--- src/rtl/div16by8_seq_if.sv ---
// Handshake/data bundle for div16by8_seq: start + operands in, status + results out.
// exact exists only when DIV_EXACT_CHECK_EN is defined.
interface div16by8_seq_if;
  logic        start;
  logic [15:0] dividend;
  logic [7:0]  divisor;
  logic        busy;
  logic        done;
  logic [15:0] quotient;
  logic [7:0]  remainder;
  logic        dbz;
`ifdef DIV_EXACT_CHECK_EN
  logic        exact;
`endif

  modport master (
    output start,
    output dividend,
    output divisor,
    input  busy,
    input  done,
    input  quotient,
    input  remainder,
`ifdef DIV_EXACT_CHECK_EN
    input  exact,
`endif
    input  dbz
  );

  modport slave (
    input  start,
    input  dividend,
    input  divisor,
    output busy,
    output done,
    output quotient,
    output remainder,
`ifdef DIV_EXACT_CHECK_EN
    output exact,
`endif
    output dbz
  );
endinterface

--- src/rtl/div16by8_seq.sv ---
// Sequential restoring divider, 16b / 8b, one quotient bit per clock (17-cycle latency).
// Ports: clk, rst_n (sync, active-low), bus (slave): start/dividend/divisor in,
// busy/done/quotient/remainder/dbz out. Macro DIV_EXACT_CHECK_EN adds bus.exact.
module div16by8_seq (
  input logic           clk,
  input logic           rst_n,
  div16by8_seq_if.slave bus
);

  localparam logic [1:0] S_IDLE = 2'd0;
  localparam logic [1:0] S_RUN  = 2'd1;
  localparam logic [1:0] S_DONE = 2'd2;

  logic [1:0]  state;
  logic [15:0] dvd_sh;
  logic [7:0]  dvs_q;
  logic [8:0]  prem;
  logic [14:0] q_work;
  logic [4:0]  cnt;

  logic [15:0] quo_q;
  logic [7:0]  rem_q;
  logic        dbz_q;
`ifdef DIV_EXACT_CHECK_EN
  logic        exact_q;
`endif

  logic        accept;
  logic [9:0]  trial;
  logic [8:0]  shifted;
  logic        q_bit;
  logic [8:0]  next_prem;
  logic        last;

  // start is only honoured when not iterating
  assign accept = bus.start &&
                  ((state == S_IDLE) || (state == S_DONE));

  // One restoring step; trial carries an extra sign bit so a
  // negative result is visible in trial[9].
  always_comb begin
    shifted   = {prem[7:0], dvd_sh[15]};
    trial     = {prem, dvd_sh[15]} - {2'b00, dvs_q};
    q_bit     = ~trial[9];
    next_prem = q_bit ? trial[8:0] : shifted;
    last      = (cnt == 5'd15);
  end

  always_ff @(posedge clk) begin
    if (!rst_n) begin
      state   <= S_IDLE;
      dvd_sh  <= '0;
      dvs_q   <= '0;
      prem    <= '0;
      q_work  <= '0;
      cnt     <= '0;
      quo_q   <= '0;
      rem_q   <= '0;
      dbz_q   <= 1'b0;
`ifdef DIV_EXACT_CHECK_EN
      exact_q <= 1'b0;
`endif
    end else begin
      unique case (state)
        S_IDLE, S_DONE: begin
          if (accept) begin
            if (bus.divisor == 8'd0) begin
              state   <= S_DONE;
              quo_q   <= 16'hFFFF;
              rem_q   <= bus.dividend[7:0];
              dbz_q   <= 1'b1;
`ifdef DIV_EXACT_CHECK_EN
              exact_q <= 1'b0;
`endif
            end else begin
              state  <= S_RUN;
              dvd_sh <= bus.dividend;
              dvs_q  <= bus.divisor;
              prem   <= '0;
              q_work <= '0;
              cnt    <= '0;
              dbz_q  <= 1'b0;
            end
          end else begin
            state <= S_IDLE;
          end
        end
        S_RUN: begin
          dvd_sh <= {dvd_sh[14:0], 1'b0};
          prem   <= next_prem;
          q_work <= {q_work[13:0], q_bit};
          cnt    <= cnt + 5'd1;
          if (last) begin
            state   <= S_DONE;
            quo_q   <= {q_work, q_bit};
            rem_q   <= next_prem[7:0];
`ifdef DIV_EXACT_CHECK_EN
            // dividend is a valid 8x8 product of the divisor
            exact_q <= (next_prem[7:0] == 8'd0) &&
                       (q_work[14:7] == 8'd0);
`endif
          end
        end
        default: state <= S_IDLE;
      endcase
    end
  end

  assign bus.busy      = (state == S_RUN);
  assign bus.done      = (state == S_DONE);
  assign bus.quotient  = quo_q;
  assign bus.remainder = rem_q;
  assign bus.dbz       = dbz_q;
`ifdef DIV_EXACT_CHECK_EN
  assign bus.exact     = exact_q;
`endif

endmodule

--- src/flat_wrapper.sv ---
// flat-port wrapper written by rule: the top's interface ports become plain ports
module div16by8_seq_flat 
  (clk, rst_n, bus_start, bus_dividend, bus_divisor, bus_busy, bus_done, bus_quotient, bus_remainder, bus_dbz);
  div16by8_seq_if bus_i ();
  input logic clk;
  input logic rst_n;
  input wire logic [$bits(bus_i.start)-1:0] bus_start;
  input wire logic [$bits(bus_i.dividend)-1:0] bus_dividend;
  input wire logic [$bits(bus_i.divisor)-1:0] bus_divisor;
  output wire logic [$bits(bus_i.busy)-1:0] bus_busy;
  output wire logic [$bits(bus_i.done)-1:0] bus_done;
  output wire logic [$bits(bus_i.quotient)-1:0] bus_quotient;
  output wire logic [$bits(bus_i.remainder)-1:0] bus_remainder;
  output wire logic [$bits(bus_i.dbz)-1:0] bus_dbz;
  assign bus_i.start = bus_start;
  assign bus_i.dividend = bus_dividend;
  assign bus_i.divisor = bus_divisor;
  assign bus_busy = bus_i.busy;
  assign bus_done = bus_i.done;
  assign bus_quotient = bus_i.quotient;
  assign bus_remainder = bus_i.remainder;
  assign bus_dbz = bus_i.dbz;
  div16by8_seq u_core (.clk(clk), .rst_n(rst_n), .bus(bus_i));
endmodule
--- config.mk ---
export PLATFORM = sky130hd
export DESIGN_NAME = div16by8_seq_flat
export DESIGN_NICKNAME = d
export VERILOG_FILES = /design/src/rtl/div16by8_seq_if.sv /design/src/rtl/div16by8_seq.sv /design/src/flat_wrapper.sv
export SDC_FILE = /design/constraint.sdc
export NUM_CORES = 1
export LEC_CHECK = 0
export CAP_MARGIN = 20
export CELL_PAD_IN_SITES_DETAIL_PLACEMENT = 0
export CELL_PAD_IN_SITES_GLOBAL_PLACEMENT = 2
export CORE_MARGIN = 3
export CORE_UTILIZATION = 33
export DETAILED_ROUTE_END_ITERATION = 8
export GPL_ROUTABILITY_DRIVEN = 0
export PLACE_DENSITY_LB_ADDON = 0.05
export REMOVE_ABC_BUFFERS = 1
export SLEW_MARGIN = 20
export SYNTH_ARGS = -nofsm -noshare
export SYNTH_HDL_FRONTEND = slang
export SYNTH_SLANG_ARGS = --single-unit
--- constraint.sdc ---
create_clock -name clk -period 2.4 [get_ports clk]
set_input_delay 0.48 -clock clk [delete_from_list [all_inputs] [get_ports clk]]
set_output_delay 0.48 -clock clk [all_outputs]
set_load 0.01 [all_outputs]
==> metrics.md, run 1 <==
| Metric | Value |
|---|---|
| Status | finished, final reports clean |
| Placed cell areas | 4556 sq um |
| IO buf count | 53 |
| Vias in the first global route | 2,980 |
| Hold Crit Depth | 2 |
| Total iterations of the first detailed-routing run | 5 |
| Clk slew on worst S/H paths | 60 ps |
| Antenna violations before repair | 0 |
| Post-synthesis cell type count | 51 |
| P_leak | 1.869 nW |
| Post-synthesis compound-gate area fraction | 20.07% |
| Max Cap Violations | 0 |
| Commonest cells after routing, fill and taps aside | 80 x dfxtp_1, 75 x nand2_1, 52 x clkdlybuf4s50_1 |
| # setup viols final | 0 |
| Initial Util | 33.92% |
| Hold Path Class | flop to flop |
| Die area | 12,550 sq um |
| Synth Area in XOR/XNOR | 1.180% |
| Worst Path Required | 2660 ps |
| Crit path DAT | 2540 ps |
| Most common cell after layout, fill and taps aside | dfxtp_1 |
| Crit-path slowest cell | dfxtp_1 |
| Ys flop type | dfxtp_1 |
| Startpoint types | flop |
| Crit Path Max Fanout | 10 |
| Period utilization | 95.22% |
| Final Hold Viols | 0 |
| RSZ-0062 raised after global routing | true |
| Crit end category | flop |
| Mean post-synth cell area | 8.607 sq um |
| Core area | 10,940 sq um |
| Mux cell area share after synthesis | 1.922% |
| Wire length per cell | 14.55 um |
| Total gr overflow | 0 |
| ANT nets after route | 0 |
| Seq/Total Area, Yosys | 43.17% |
| Ant diodes | 0 |
| Largest family of logic cells by synthesized area | simple AND/OR/NAND/NOR gates |
| # hold bufs at CTS | 0 |
| Area added between synthesis and finish | 32.41% |
| R2R Path Start | u_core.prem[0] |
| 1st-iter DRT viols | 93 |
| Htree depth | 3 |
| CTS Buf Count | 9 |
| Final WL | 9383 um |
| Post-Syn Instances | 431 |
| Hold wc startpoint | u_core.dvd_sh[0] |
| Vias | 3,207 |
| Clock root buffer | clkbuf_16 |
| Hold Slack | 462.4 ps |
| Synth warn | 0 |
| Post-synth EDFFs | 0 |
| FFs w/ async S/R, synth | 0% |
| PD cells | 741.0 nW/um^2 |
| Largest net degree at the start of global routing | 58 |
| Worst VDD drop | 0.5354 mV |
| Max-slew violation count | 0 |
| Adder-Cell Fraction of Synth Area | 3.912% |
| Chip Height | 112.0 um |
| Kind of critical path | flop to flop |
| Finished Core Util | 44.92% |
| Synthesized area | 3710 sq um |
| Final Net Count | 538 |
| All-Layer GR Usage | 14.86% |
| Number of vias per cell | 4.972 |
| Fin area | 4912 sq um |
| CTS tree | yes |
| Tmin final | 2285 ps |
| Max Root-Sink Buffers | 2 |
| IO Pins | 54 |
| CP startpoint | u_core.prem[0] |
| Global-route wire length before repair | 15,110 um |
| Setup TNS | 0 ps |
| Max Freq | 437.6 MHz |
| Synth Register Bits | 80 |
| # DRC | 0 |
| Skew final | 7.064 ps |
| Clock Latency Late Sink | 330 ps |
| Post-synthesis simple-gate area fraction | 24.45% |
| Worst reg2reg path depth | 8 |
| CTS sink count | 80 |
| Crit path cell chain | ha_1 -> nor2b_1 -> o2111a_2 -> o211a_1 -> a211oi_4 -> buf_12 -> mux2_2 -> a21oi_1 |
| Total Power | 3.640 mW |
| Slew HR | 57.37% |
| Row count | 38 |
| Share of post-route cells with drive strength above 1 | 15.25% |
| Dpl hpwl | 6693 um |
| Die width | 112.0 um |
| Tightest Pin Transition | 639.5 ps |
| Max incr delay on CP | 400 ps |
-- routing by layer --
layer	track usage [%]	vias to the layer above	share of wire, %
li1	-	1645	-
met3	3.720	9	3.8
met5	0	-	0
met4	4.247	0	1.3
met2	22.22	57	43
met1	21.32	1496	52
-- path summary, 6_finish.rpt --
path / endpoint / slack, ps
max: u_core.bus.remainder[0] / 110
min: u_core.dvd_sh[0] / 460
max reg2reg: u_core.bus.remainder[0] / 110
min reg2reg: u_core.dvd_sh[0] / 460
-- Yosys cell counts (all sizes together), types with 2 or more instances --
master / instances / area share (%)
inv: 13 / 1.3
nor2: 24 / 2.5
o21ai: 19 / 2.6
nor3: 16 / 3.5
xnor2: 3 / 0.71
a22oi: 7 / 1.4
clkbuf: 21 / 2.1
nand3: 27 / 3.6
buf: 9 / 1.8
and2: 5 / 0.91
o21a: 3 / 0.61
a31oi: 2 / 0.34
o211ai: 3 / 0.61
mux2i: 6 / 1.6
ha: 10 / 3.4
a211oi: 3 / 0.74
xor2: 2 / 0.47
nor3b: 15 / 3.0
a21boi: 31 / 6.3
o221ai: 7 / 1.7
or4: 2 / 0.51
and3: 3 / 0.51
a21oi: 14 / 1.9
nand2: 77 / 7.9
dfxtp: 80 / 43
nor2b: 6 / 1.0
o211a: 9 / 2.4
-- registers in the layout (all words and copies together) (netlist names) --
signal,flops
u_core.bus.dbz,1
u_core.bus.quotient,16
u_core.bus.remainder,8
u_core.cnt,5
u_core.dvd_sh,16
u_core.dvs_q,8
u_core.prem,9
u_core.q_work,15
u_core.state,2
-- logic make-up after synthesis --
group / after synthesis
AOI/OAI and AO/OA: 104
xor gates and xnor gates: 5
buffers and inverters: 44
DFF: 80
muxes: 7
adders and majority gates: 11
and+or+nand+nor: 180
-- where the power goes --
| part | total, mW | switching, mW | internal, mW |
|---|---|---|---|
| logic | 0.841 | 0.407 | 0.433 |
| registers | 1.42 | 0.0366 | 1.38 |
| clock network | 1.38 | 0.566 | 0.815 |
| total | 3.64 | 1.01 | 2.63 |
-- critical path: cells and delay by family, from the launching register on --
family                     cells  cell delay (ps)
DFF                            1              400
buffers and inverters          1              170
adders and majority gates      1              250
AOI/OAI and AO/OA              4              900
muxes                          1              340
and+or+nand+nor                1              140
-- timing repair --
action / CTS / global route
buffers inserted: 0 / 4
gates resized for setup: 0 / 6
hold endpoints to repair: 0 / 0
setup endpoints to repair: 0 / 11
-- layout make-up --
type | count | area [sq um]
clock inverter | 7 | 77.57
sequential | 80 | 1602
multi-input combinational | 307 | 1942
fill | 1124 | 6023
inverter | 14 | 52.55
clock buffer | 9 | 225.2
timing repair buffer | 88 | 838.3
tap | 140 | 175.2
-- metrics by stage --
stage | worst slack (ps) | cells
5_1_grt | -31.63 | 645
6_report | 114.6 | 645
2_1_floorplan | -1442 | 401
4_1_cts | 53.45 | 641
3_3_place_gp | -171.1 | 625
3_5_place_dp | -234.1 | 625
Note: power is estimated with default switching activity, not from simulation.
==> run 2: changes to the inputs <==
--- a/config.mk
+++ b/config.mk
@@ -11,9 +11,9 @@
 export CORE_MARGIN = 3
 export CORE_UTILIZATION = 33
 export DETAILED_ROUTE_END_ITERATION = 8
-export GPL_ROUTABILITY_DRIVEN = 0
 export PLACE_DENSITY_LB_ADDON = 0.05
 export REMOVE_ABC_BUFFERS = 1
+export SKIP_LAST_GASP = 1
 export SLEW_MARGIN = 20
 export SYNTH_ARGS = -nofsm -noshare
 export SYNTH_HDL_FRONTEND = slang
==> run 2 against run 1 <==
Net effect:
- die area is the same
- hold slack is essentially flat
- final area is essentially flat
- register-to-register slack is essentially flat
- total power is essentially flat
- wire length is essentially flat
- non-clock buffer count is the same
- final cell count is the same
- sequential cell count is the same
- largest cell class unchanged
- largest power group unchanged
- highest routed layer unchanged
==> metrics.md, run 2 (synthesis gave the netlist of run 1 again) <==
| Metric | Value |
|---|---|
| Fillcell total | 1,124 (unchanged) |
| # DRC | 0 (unchanged) |
| Hold Crit Depth | 2 (unchanged) |
| Ant diodes | 0 (unchanged) |
| Vias in the first global route | 2,980 (unchanged) |
| Sw frac | 27.78% (+0.031 points) |
| Die area | 12,550 sq um (unchanged) |
| Max-slew violation count | 0 (unchanged) |
| RSZ-0062 raised after global routing | true |
| Share of post-route cells with drive strength above 1 | 15.05% (-0.20 points) |
| ANT nets after route | 0 (unchanged) |
| Clock root buffer | clkbuf_16 |
| Crit path DAT | 2530 ps (about the same) |
| Htree depth | 3 (unchanged) |
| Hold Path Class | flop to flop |
| Hold wc startpoint | u_core.dvd_sh[0] |
| Status | finished, final reports clean |
| Commonest cells after routing, fill and taps aside | 80 x dfxtp_1, 75 x nand2_1, 52 x clkdlybuf4s50_1 |
| Chip Height | 112.0 um (unchanged) |
| Tightest Pin Transition | 646.0 ps (+6.498 ps) |
| Int Pwr | 2.629 mW (about the same) |
| Antenna violations before repair | 0 (unchanged) |
| Clk slew on worst S/H paths | 60 ps (about the same) |
| Max Root-Sink Buffers | 2 (unchanged) |
| Initial Util | 33.92% (unchanged) |
| CTS sink count | 80 (unchanged) |
| Crit end category | flop |
| Largest net degree at the start of global routing | 58 (unchanged) |
| All-Layer GR Usage | 14.86% (unchanged) |
| Reg2reg setup slack | 120 ps (about the same) |
| Final Net Count | 538 (unchanged) |
| DP Worst Slack | -234.1 ps (unchanged) |
| 1st-iter DRT viols | 83 (-11%) |
| Fin area | 4910 sq um (about the same) |
| Worst Path Required | 2650 ps (about the same) |
| Hold Path End | u_core.dvd_sh[0] |
| Vias | 3,227 (+0.62%) |
| Total gr overflow | 0 (unchanged) |
| Core area | 10,940 sq um (unchanged) |
| # hold bufs at CTS | 0 (unchanged) |
| R2R Path Start | u_core.dvs_q[6] |
| Max Cap Violations | 0 (unchanged) |
| Skew final | 9.094 ps (+2.030 ps) |
| Worst VDD drop | 0.5370 mV (+0.30%) |
| Clock Latency Late Sink | 330 ps (about the same) |
| Startpoint types | flop |
| Total iterations of the first detailed-routing run | 5 (unchanged) |
| Dpl hpwl | 6693 um (unchanged) |
| Power share of the clock group | 38.0% (about the same) |
| Final WL | 9388 um (about the same) |
| Row count | 38 (unchanged) |
| Wire length per cell | 14.56 um (about the same) |
| CTS tree | yes |
| P_leak | 1.870 nW (about the same) |
| Setup slack after layout | 122.3 ps (+7.681 ps) |
| Worst reg2reg path depth | 9 (+1) |
| Max Freq | 439.0 MHz (+0.34%) |
| CTS Buf Count | 9 (unchanged) |
| Die width | 112.0 um (unchanged) |
| PD cells | 741.5 nW/um^2 (about the same) |
| Reg power frac | 39.0% (about the same) |
| Area taken by multi-input logic gates | 1939 sq um (-0.13%) |
| IO Pins | 54 (unchanged) |
| Non-Filler Instances | 645 (unchanged) |
| # setup viols final | 0 (unchanged) |
| Number of vias per cell | 5.003 (+0.62%) |
| Kind of critical path | flop to flop |
| Final estimated routing congestion in global placement | 0.7811 |
| Most common cell after layout, fill and taps aside | dfxtp_1 |
| NetSw | 1.011 mW (+0.14%) |
| Register area | 1602 sq um (unchanged) |
| Global-route wire length before repair | 15,110 um (unchanged) |
| IO buf count | 53 (unchanged) |
| Tmin final | 2278 ps (-7.681 ps) |
| Logic gate share of total power | 23.1% (about the same) |
| Period utilization | 94.90% (-0.32 points) |
| Slew HR | 56.93% (-0.43 points) |
| Crit Path Max Fanout | 10 (unchanged) |
| Finished Core Util | 44.90% (about the same) |
| Final Hold Viols | 0 (unchanged) |
| Area added between synthesis and finish | 32.34% (about the same) |
| Placed cell areas | 4556 sq um (unchanged) |
| Placed cells | 625 (unchanged) |
| Reg-to-Reg End | u_core.bus.remainder[0] |
-- run 2: cell type report --
cell class / instances / area share [%]
repair buffers: 88 / 17.07
multi-input cells: 307 / 39.50
flip-flops and latches: 80 / 32.62
well taps: 140 / 3.568
clock inverters: 7 / 1.580
clock buffers: 9 / 4.587
inverters: 14 / 1.070
-- run 2: how the worst max path moves through the flow --
stage                                          to  depth (start not counted)  slack (ps)               from
after CTS                 u_core.bus.remainder[0]                          9          50    u_core.dvs_q[1]
after global routing               u_core.prem[8]                         10         -50  u_core.dvd_sh[15]
after global placement    u_core.bus.quotient[14]                          7        -170     bus_divisor[2]
after detailed placement  u_core.bus.quotient[13]                          7        -230     bus_divisor[2]
final                     u_core.bus.remainder[0]                          9         120    u_core.dvs_q[6]
after floorplan           u_core.bus.remainder[6]                          7       -1440    u_core.state[1]
-- run 2: power by group through the flow --
stage	clock network (mW)	registers, mW	logic, mW
after floorplan	0	1.44	0.442
after global placement	0	1.45	0.756
after detailed placement	0	1.45	0.755
after CTS	1.43	1.42	0.757
after global routing	1.50	1.42	0.920
final	1.38	1.42	0.841
-- run 2: critical path, stage by stage, from the launching register on --
cell and delay [ps]:
dfxtp_1 330, inv_1 50, ha_1 290, a21o_1 200, a211oi_2 270, nor2b_1 120, a211oi_4 280, buf_12 180
mux2_2 340, a21oi_1 130
-- run 2: repair_timing --
item                       CTS  global route
buffers inserted             0             4
setup endpoints to repair    0            11
gates resized for setup      0             5
-- run 2: routing by layer --
metal | share of wire [%] | global-route usage [%] | vias up | wire [um]
met2 | 43 | 22.22 | 61 | 4059
met3 | 3.9 | 3.720 | 8 | 365
met1 | 52 | 21.32 | 1514 | 4853
met5 | 0 | 0 | - | 0
met4 | 1.2 | 4.247 | 0 | 110
li1 | - | - | 1644 | -
-- run 2: per-stage QoR --
| stage | power (mW) | hold slack (ps) | setup TNS, ps |
|---|---|---|---|
| final | 3.641 | 462.4 | 0 |
| after global routing | 3.842 | 486.8 | -106.1 |
| after CTS | 3.606 | 468.1 | 0 |
| after detailed placement | 2.203 | 458.7 | -6369 |
| after global placement | 2.204 | 451.0 | -4967 |
| after floorplan | 1.880 | 422.9 | -66130 |
==> run 3: changes to the inputs <==
--- a/config.mk
+++ b/config.mk
@@ -10,6 +10,7 @@
 export CELL_PAD_IN_SITES_GLOBAL_PLACEMENT = 2
 export CORE_MARGIN = 3
 export CORE_UTILIZATION = 33
+export CTS_CLUSTER_SIZE = 8
 export DETAILED_ROUTE_END_ITERATION = 8
 export PLACE_DENSITY_LB_ADDON = 0.05
 export REMOVE_ABC_BUFFERS = 1
==> results of run 3 <==
No change in the layout: final DEF, timing and power equal those of run 2.
